[config.mk]
export PLATFORM = sky130hd
export DESIGN_NAME = pipe_wb_stage
export DESIGN_NICKNAME = d
export VERILOG_FILES = /design/src/rtl/pipe_pkg.sv /design/src/rtl/pipe_wb_stage_slot.sv /design/src/rtl/pipe_wb_stage.sv
export SDC_FILE = /design/constraint.sdc
export NUM_CORES = 1
export LEC_CHECK = 0
export CAP_MARGIN = 20
export CORE_MARGIN = 2
export CORE_UTILIZATION = 39
export CTS_CLUSTER_DIAMETER = 120
export DETAILED_ROUTE_END_ITERATION = 8
export GPL_ROUTABILITY_DRIVEN = 0
export PLACE_DENSITY = 0.85
export SETUP_SLACK_MARGIN = 0.15
export SLEW_MARGIN = 30
export SYNTH_ARGS = -nofsm -noshare
export SYNTH_HDL_FRONTEND = slang
export SYNTH_SLANG_ARGS = --single-unit
export TNS_END_PERCENT = 5
[constraint.sdc]
create_clock -name clk -period 3.4 [get_ports clk]
set_input_delay 1.02 -clock clk [delete_from_list [all_inputs] [get_ports clk]]
set_output_delay 1.02 -clock clk [all_outputs]
set_load 0.01 [all_outputs]
[src/rtl/pipe_pkg.sv]
// Shared constants for the write-back pipeline stage: default payload
// widths, the deepest legal slot chain, and the occupancy-width helper.
package pipe_pkg;

    localparam int DATA_W_DEF = 32;
    localparam int RD_W_DEF   = 6;
    localparam int DEPTH_MAX  = 4;

    // Bits needed to count 0..depth valid slots.
    function automatic int occ_w(input int depth);
        return (depth < 1) ? 1 : $clog2(depth + 1);
    endfunction

endpackage

[src/rtl/pipe_wb_stage_slot.sv]
// One pipeline slot: a valid bit plus the write-back payload. Clear wins
// over load; with neither asserted the slot holds.
module pipe_wb_slot
    import pipe_pkg::*;
#(
    parameter int DATA_W = DATA_W_DEF,
    parameter int RD_W   = RD_W_DEF
) (
    input  logic              clk,
    input  logic              rst,
    input  logic              load,
    input  logic              clear,
    input  logic              d_valid,
    input  logic              d_reg_write,
    input  logic              d_mem_to_reg,
    input  logic              d_zero,
    input  logic              d_neg,
    input  logic [DATA_W-1:0] d_mem_data,
    input  logic [DATA_W-1:0] d_alu_result,
    input  logic [RD_W-1:0]   d_rd,
    output logic              q_valid,
    output logic              q_reg_write,
    output logic              q_mem_to_reg,
    output logic              q_zero,
    output logic              q_neg,
    output logic [DATA_W-1:0] q_mem_data,
    output logic [DATA_W-1:0] q_alu_result,
    output logic [RD_W-1:0]   q_rd
);

    logic              valid_q, valid_d;
    logic              reg_write_q, reg_write_d;
    logic              mem_to_reg_q, mem_to_reg_d;
    logic              zero_q, zero_d;
    logic              neg_q, neg_d;
    logic [DATA_W-1:0] mem_data_q, mem_data_d;
    logic [DATA_W-1:0] alu_result_q, alu_result_d;
    logic [RD_W-1:0]   rd_q, rd_d;

    // Next-state select: clear, load, or hold.
    always_comb begin
        valid_d      = valid_q;
        reg_write_d  = reg_write_q;
        mem_to_reg_d = mem_to_reg_q;
        zero_d       = zero_q;
        neg_d        = neg_q;
        mem_data_d   = mem_data_q;
        alu_result_d = alu_result_q;
        rd_d         = rd_q;
        if (clear) begin
            valid_d      = 1'b0;
            reg_write_d  = 1'b0;
            mem_to_reg_d = 1'b0;
            zero_d       = 1'b0;
            neg_d        = 1'b0;
            mem_data_d   = '0;
            alu_result_d = '0;
            rd_d         = '0;
        end else if (load) begin
            valid_d      = d_valid;
            reg_write_d  = d_reg_write;
            mem_to_reg_d = d_mem_to_reg;
            zero_d       = d_zero;
            neg_d        = d_neg;
            mem_data_d   = d_mem_data;
            alu_result_d = d_alu_result;
            rd_d         = d_rd;
        end
    end

    // Slot registers, asynchronously cleared by rst.
    always_ff @(posedge clk or posedge rst) begin
        if (rst) begin
            valid_q      <= 1'b0;
            reg_write_q  <= 1'b0;
            mem_to_reg_q <= 1'b0;
            zero_q       <= 1'b0;
            neg_q        <= 1'b0;
            mem_data_q   <= '0;
            alu_result_q <= '0;
            rd_q         <= '0;
        end else begin
            valid_q      <= valid_d;
            reg_write_q  <= reg_write_d;
            mem_to_reg_q <= mem_to_reg_d;
            zero_q       <= zero_d;
            neg_q        <= neg_d;
            mem_data_q   <= mem_data_d;
            alu_result_q <= alu_result_d;
            rd_q         <= rd_d;
        end
    end

    assign q_valid      = valid_q;
    assign q_reg_write  = reg_write_q;
    assign q_mem_to_reg = mem_to_reg_q;
    assign q_zero       = zero_q;
    assign q_neg        = neg_q;
    assign q_mem_data   = mem_data_q;
    assign q_alu_result = alu_result_q;
    assign q_rd         = rd_q;

endmodule

[src/rtl/pipe_wb_stage.sv]
// Write-back pipeline stage: a chain of DEPTH slots (slot 0 youngest,
// slot DEPTH-1 drives the outputs) with stall/flush control, qualified
// outputs, youngest-first register forwarding and an occupancy count.
module pipe_wb_stage
    import pipe_pkg::*;
#(
    parameter int DATA_W = DATA_W_DEF,
    parameter int RD_W   = RD_W_DEF,
    parameter int DEPTH  = 1
) (
    input  logic                      clk,
    input  logic                      rst,
    input  logic                      stall,
    input  logic                      flush,
    input  logic                      validIn,
    input  logic                      regWriteIn,
    input  logic                      memToRegIn,
    input  logic                      zeroIn,
    input  logic                      negIn,
    input  logic [DATA_W-1:0]         memDataIn,
    input  logic [DATA_W-1:0]         aluResultIn,
    input  logic [RD_W-1:0]           rdIn,
    output logic                      validOut,
    output logic                      regWriteOut,
    output logic                      memToRegOut,
    output logic                      zeroOut,
    output logic                      negOut,
    output logic [DATA_W-1:0]         memDataOut,
    output logic [DATA_W-1:0]         aluResultOut,
    output logic [RD_W-1:0]           rdOut,
    output logic [DATA_W-1:0]         wbData,
    input  logic [RD_W-1:0]           qRs,
    input  logic [RD_W-1:0]           qRt,
    output logic                      fwdHitRs,
    output logic                      fwdHitRt,
    output logic [DATA_W-1:0]         fwdDataRs,
    output logic [DATA_W-1:0]         fwdDataRt,
    output logic [occ_w(DEPTH)-1:0]   occupancy
);

    localparam int OCC_W = occ_w(DEPTH);

    logic              s_valid      [DEPTH];
    logic              s_reg_write  [DEPTH];
    logic              s_mem_to_reg [DEPTH];
    logic              s_zero       [DEPTH];
    logic              s_neg        [DEPTH];
    logic [DATA_W-1:0] s_mem_data   [DEPTH];
    logic [DATA_W-1:0] s_alu_result [DEPTH];
    logic [RD_W-1:0]   s_rd         [DEPTH];

    // Flush beats stall; stall freezes the whole chain.
    logic load, clear;
    assign clear = flush;
    assign load  = !stall && !flush;

    // A write to r0 or from a bubble is never a real write.
    logic in_reg_write;
    assign in_reg_write = regWriteIn && validIn && (rdIn != '0);

    for (genvar i = 0; i < DEPTH; i++) begin : g_slot
        if (i == 0) begin : g_head
            pipe_wb_slot #(.DATA_W(DATA_W), .RD_W(RD_W)) u_slot (
                .clk(clk), .rst(rst), .load(load), .clear(clear),
                .d_valid(validIn), .d_reg_write(in_reg_write),
                .d_mem_to_reg(memToRegIn), .d_zero(zeroIn), .d_neg(negIn),
                .d_mem_data(memDataIn), .d_alu_result(aluResultIn), .d_rd(rdIn),
                .q_valid(s_valid[i]), .q_reg_write(s_reg_write[i]),
                .q_mem_to_reg(s_mem_to_reg[i]), .q_zero(s_zero[i]), .q_neg(s_neg[i]),
                .q_mem_data(s_mem_data[i]), .q_alu_result(s_alu_result[i]), .q_rd(s_rd[i])
            );
        end else begin : g_tail
            pipe_wb_slot #(.DATA_W(DATA_W), .RD_W(RD_W)) u_slot (
                .clk(clk), .rst(rst), .load(load), .clear(clear),
                .d_valid(s_valid[i-1]), .d_reg_write(s_reg_write[i-1]),
                .d_mem_to_reg(s_mem_to_reg[i-1]), .d_zero(s_zero[i-1]), .d_neg(s_neg[i-1]),
                .d_mem_data(s_mem_data[i-1]), .d_alu_result(s_alu_result[i-1]), .d_rd(s_rd[i-1]),
                .q_valid(s_valid[i]), .q_reg_write(s_reg_write[i]),
                .q_mem_to_reg(s_mem_to_reg[i]), .q_zero(s_zero[i]), .q_neg(s_neg[i]),
                .q_mem_data(s_mem_data[i]), .q_alu_result(s_alu_result[i]), .q_rd(s_rd[i])
            );
        end
    end

    // Oldest slot drives the outputs, forced to zero when it holds a bubble.
    always_comb begin
        validOut     = s_valid[DEPTH-1];
        regWriteOut  = validOut ? s_reg_write[DEPTH-1]  : 1'b0;
        memToRegOut  = validOut ? s_mem_to_reg[DEPTH-1] : 1'b0;
        zeroOut      = validOut ? s_zero[DEPTH-1]       : 1'b0;
        negOut       = validOut ? s_neg[DEPTH-1]        : 1'b0;
        memDataOut   = validOut ? s_mem_data[DEPTH-1]   : '0;
        aluResultOut = validOut ? s_alu_result[DEPTH-1] : '0;
        rdOut        = validOut ? s_rd[DEPTH-1]         : '0;
        wbData       = memToRegOut ? memDataOut : aluResultOut;
    end

    // Forwarding lookup: scan oldest to youngest so the youngest match wins.
    always_comb begin
        fwdHitRs  = 1'b0;
        fwdHitRt  = 1'b0;
        fwdDataRs = '0;
        fwdDataRt = '0;
        for (int i = DEPTH - 1; i >= 0; i--) begin
            if (s_valid[i] && s_reg_write[i] && (qRs != '0) && (s_rd[i] == qRs)) begin
                fwdHitRs  = 1'b1;
                fwdDataRs = s_mem_to_reg[i] ? s_mem_data[i] : s_alu_result[i];
            end
            if (s_valid[i] && s_reg_write[i] && (qRt != '0) && (s_rd[i] == qRt)) begin
                fwdHitRt  = 1'b1;
                fwdDataRt = s_mem_to_reg[i] ? s_mem_data[i] : s_alu_result[i];
            end
        end
    end

    // Number of slots currently holding a real instruction.
    always_comb begin
        occupancy = '0;
        for (int i = 0; i < DEPTH; i++) begin
            occupancy = occupancy + OCC_W'(s_valid[i]);
        end
    end

endmodule

# == After elaboration in Yosys (flattened, before gate mapping) ==
# Index checks and enable logic that the tools add are counted.
# totals
ram_bits,0
latchBits,0
romBits,0
out_inout_bits,174
mem_count,0
inputBits,91
reg_bits,75
elab_cells,53
# classes
n_reduce_logical,14
n_shift,0
eq_ne,2
bitwise_logic,0
n_addsub,0
magnitude_cmp,0
n_div,0
multipliers,0
mux,29
# op_table
op,n
$mux 32,10
$mux 6,3
$reduce_bool 6->1,3
$mux 1,16
$eq 6x6->1,2
$logic_and 1x1->1,8
$logic_not 1->1,2
$reduce_bool 2->1,1

# == Logic depth before layout (Yosys ltp) ==
# depth
ltp_word,4
depth_mapped,6
mapped_depth_nobuf,4

# == By module ==
# Synthesis repeated with hierarchy kept, for this count alone.
# unflattened
cells_unflattened,540
hier_area_um2,5283.8
# by_module_without_submodules
module,cells_each,n_inst,area_each_um2,seq_area_each_um2
pipe_wb_slot,243,1,3095.5,1876.8
pipe_wb_stage,297,1,2188.3,0.0

# == Worst setup path after synthesis ==
# No wires, ideal clock.
# synth_timing
path_kind,in2out
startpoint,input port qRs[4]
endpoint,output port fwdDataRs[10]
arrival_time_ns,2.248
slack_ns,0.132
n_path_buf,2
t_required_ns,2.380
stages,6
path_cell_list,xnor2_1 -> nand3_1 -> or4_4 -> buf_6 -> buf_12 -> nor3_2
# synth_via
elab_chain_cells,4
elab_cells_between_ends,5
classes_between,1 x eq/ne; 1 x mux; 3 x reduce/logical
# synth_lines
element,line,text
start: declaration,pipe_wb_stage.sv:32,"input logic [RD_W-1:0] qRs,"
$reduce_bool 6->1,pipe_wb_stage.sv:105,if (s_valid[i] && s_reg_write[i] && (qRs != '0) && (s_rd[i] == qRs)) begin
$logic_and 1x1->1,pipe_wb_stage.sv:105,
$logic_and 1x1->1 *,pipe_wb_stage.sv:105,
$mux 32 *,pipe_wb_stage.sv:105,
end: declaration,pipe_wb_stage.sv:36,"output logic [DATA_W-1:0] fwdDataRs,"
# Mark *: on every way between the ends. The rest lies on a longest branch, timed or not.

# == Final worst setup path ==
# layout_timing
startpoint,input port qRs[2]
endpoint,output port fwdDataRs[1]
# The elaborated chain is that of the path after synthesis.

==> impl_metrics.csv <==
group,metric,value,unit
run_status,status,"finished with violations",
run_status,violations,"setup timing",
sta,finalHoldViolations,0,
place,io_buffers,264,
logic_synthesis,ys_types,30,
logic_synthesis,syn_inst,502,
flow_run,maxCapViolCount,0,
drt,routed_via_density,5.103,
setup_path,rr_startpoint,"g_slot[0].g_head.u_slot.q_valid",
floorplanning,dieArea,13140,um^2
logic_synthesis,synth_nets,593,
drt,final_antenna_net_count,0,
setup_path,crit_slowest_cell,"or4_4",
cells_and_area,layout_common_cells,"184 x clkdlybuf4s50_1, 110 x nor2_1, 104 x mux2i_1",
cells_and_area,fin_cells,922,
power_and_ir_drop,p_sw,645.7,uW
cells_and_area,nets,861,
clock_tree,cts.clk_slew.worst_paths,0.06,ns
power_and_ir_drop,internal-power,1901,uW
worst_hold_path,holdPathStages,2,
logic_synthesis,yosysSeqAreaShare,39.31,%
floorplanning,start_util,39.92,%
drt,dr.pass1.iters,4,
clock_tree,cts_max_path_buffers,2,
drt,vias,4705,
floorplanning,die-width,114.6,um
floorplanning,die-height,114.6,um
power_and_ir_drop,switching_share,25.35,%
worst_hold_path,hp-start,"g_slot[0].g_head.u_slot.q_reg_write",
sta,finalSetupViolCount,35,
sta,finalCritPeriodShare,108.1,%
sta,worst_hold_slack,0.5324,ns
power_and_ir_drop,pwr-share-comb,20.8,%
setup_path,critPathArrivalTime,2.66,ns
drt,wl_per_cell,18.63,um
cells_and_area,drive_gt1_share,21.81,%
clock_tree,cts_tree,"yes",
sta,worst_pin_slew,0.6983,ns
clock_tree,numClockSinks,75,
setup_path,r2r_end,"g_slot[0].g_head.u_slot.q_valid",
logic_synthesis,ys_seq_elements,75,
setup_path,path_cells,"buf_8 -> xnor2_2 -> nand3_1 -> or4_4 -> buf_6 -> buf_12 -> buf_16 -> nor3_4 -> buf_2",
cells_and_area,seq_area,1879,um^2
worst_hold_path,worstHoldEndpoint,"g_slot[0].g_head.u_slot.q_reg_write",
floorplanning,core_area,11960,um^2
worst_hold_path,hold_class,"register to register",
grt,use_met2,46.59,%
drt,wirelength,17170,um
sta,postLayoutSetupSlackWorst,-0.2767,ns
setup_path,path_max_fanout,4,
power_and_ir_drop,power_frac_clock,40.5,%
cells_and_area,area_growth,69.73,%
setup_path,end_kind,"primary output",
power_and_ir_drop,ir_drop,0.1884,mV
place,place_hpwl,11460,um
power_and_ir_drop,powerDensity,314.3,nW/um^2
sta,final_max_slew_viol_count,0,
grt,grt_max_degree,109,
sta,timing.fmax,0.2720,GHz
grt,top_usage_layer,"met2",
grt,grt_use_met3,5.558,%
cells_and_area,diodes,0,
setup_path,r2r_slack,2.24,ns
drt,drcViolationCount,0,
sta,slew_headroom,53.39,%
place,dp_cells,889,
sta,finalCriticalPeriod,3.677,ns
setup_path,crit_type,"input port to primary output",
grt,track_usage,25.37,%
clock_tree,clk_latency,0.32,ns
cells_and_area,fillers,967,
grt,grt_pass1_wl,25850,um
grt,grt_remaining_overflow,0,
clock_tree,clockRootBuffer,"clkbuf_16",
clock_tree,cts_inserted_buffers,9,
cells_and_area,multi_input_area,2753,um^2
grt,grt_use_met1,29.26,%
power_and_ir_drop,leakage,0.003711,uW
floorplanning,ioPinCount,265,
setup_path,cp-start-kind,"input port",
power_and_ir_drop,seqPwrFrac,38.7,%
grt,grt_pass1_vias,4703,
setup_path,cp.required,2.38,ns
cells_and_area,final_common_cell,"clkdlybuf4s50_1",
sta,rsz0062_at_grt,"true",
logic_synthesis,yosysWarnings,0,
sta,skew,0,ns
setup_path,reg2reg_depth,3,
grt,antenna_found_initial,0,
power_and_ir_drop,finalPower,2547,uW
setup_path,max_stage_delay,0.57,ns
drt,drtIter0Drc,196,
logic_synthesis,netlist_area,4775,um^2
floorplanning,row_count,40,
clock_tree,htreeDepth,3,
logic_synthesis,avgSynthCellArea,9.511,um^2
place,dp_slack,-0.9085,ns
[final cells by class]
type                    instances  area share [%]
inverters                       6          0.2933
well taps                     147           2.270
repair buffers                300           36.22
multi-input cells             378           33.97
flip-flops and latches         75           23.19
clock inverters                 4          0.8955
clock buffers                  12           3.165
[worst max-delay path: cells and delay by family]
| kind | cells | cell delay, ns |
|---|---|---|
| xor gates and xnor gates | 1 | 0.11 |
| buffers and inverters | 5 | 0.67 |
| and+or+nand+nor | 3 | 0.85 |
[per-stage QoR]
stage               setup TNS, ns  util (%)  instance area (um^2)
floorplan                       0         -                  4775
global placement           -45.36     63.44                  7589
detailed placement         -47.18     63.44                  7589
CTS                        -7.803     67.51                  8075
global route               -7.785     67.75                  8104
finish                     -5.443     67.75                  8104
[logic make-up after synthesis]
family | count (synthesis) | share of synthesized area, %
buf+inv | 49 | 5.477
mux | 105 | 22.01
simple gates | 258 | 30.32
compound gates | 6 | 1.232
flops | 75 | 39.31
xor+xnor | 9 | 1.651
[power groups by stage]
stage	Sequential [uW]	Combinational, uW	Clock [uW]
6_report	986	530	1030
3_5_place_dp	1000	478	0
2_1_floorplan	986	249	0
4_1_cts	985	515	1050
3_3_place_gp	996	464	0
5_1_grt	993	567	1090
[Yosys cell counts]
| master | instances | area (um^2) |
|---|---|---|
| nor2_1 | 111 | 416.7 |
| mux2i_1 | 105 | 1051 |
| dfrtp_1 | 75 | 1877 |
| and2_1 | 72 | 450.4 |
| nor2b_1 | 33 | 206.5 |
| nor3_2 | 28 | 280.3 |
| clkbuf_1 | 26 | 97.59 |
| buf_2 | 9 | 45.04 |
| inv_1 | 6 | 22.52 |
| xor2_1 | 5 | 43.79 |
| buf_4 | 4 | 30.03 |
| nor3_1 | 4 | 20.02 |
| xnor2_1 | 4 | 35.03 |
| buf_12 | 2 | 40.04 |
| nand2_1 | 2 | 7.510 |
| nor4_1 | 2 | 12.51 |
| a211oi_1 | 1 | 7.510 |
| a21oi_1 | 1 | 5.000 |
| a222oi_1 | 1 | 10.01 |
| a32oi_1 | 1 | 8.760 |
| and2_2 | 1 | 7.510 |
| buf_6 | 1 | 11.26 |
| buf_8 | 1 | 15.01 |
| nand3_1 | 1 | 5.000 |
| nand4_1 | 1 | 6.260 |
| nor3_4 | 1 | 16.27 |
| o22ai_1 | 1 | 6.260 |
| o31ai_4 | 1 | 21.27 |
| or4_1 | 1 | 7.510 |
| or4_4 | 1 | 11.26 |
[metal layers]
metal,up-vias,wire length (um)
met3,21,1140
li1,2198,-
met2,197,9033
met4,0,346
met1,2289,6653
met5,-,0
[repair_timing]
| action | 4_1_cts | 5_1_grt |
|---|---|---|
| pin swaps | 23 | 18 |
| gates resized for setup | 281 | 45 |
| setup endpoints to repair | 66 | 169 |
| cloned | 6 | 2 |
| hold buffers | 0 | 0 |
| buffers inserted | 5 | 4 |
[worst max-delay path by stage]
stage	start	endpoint	slack, ns	cells past startpoint
6_report	qRs[2]	fwdDataRs[1]	-0.28	9
3_3_place_gp	qRs[4]	fwdDataRs[0]	-0.86	7
3_5_place_dp	qRs[2]	fwdDataRs[12]	-0.91	7
5_1_grt	qRs[2]	fwdDataRs[1]	-0.31	9
4_1_cts	qRs[3]	fwdDataRs[5]	-0.37	7
2_1_floorplan	qRs[4]	fwdDataRs[10]	0.13	6
Note: power is estimated with default switching activity, not from simulation.
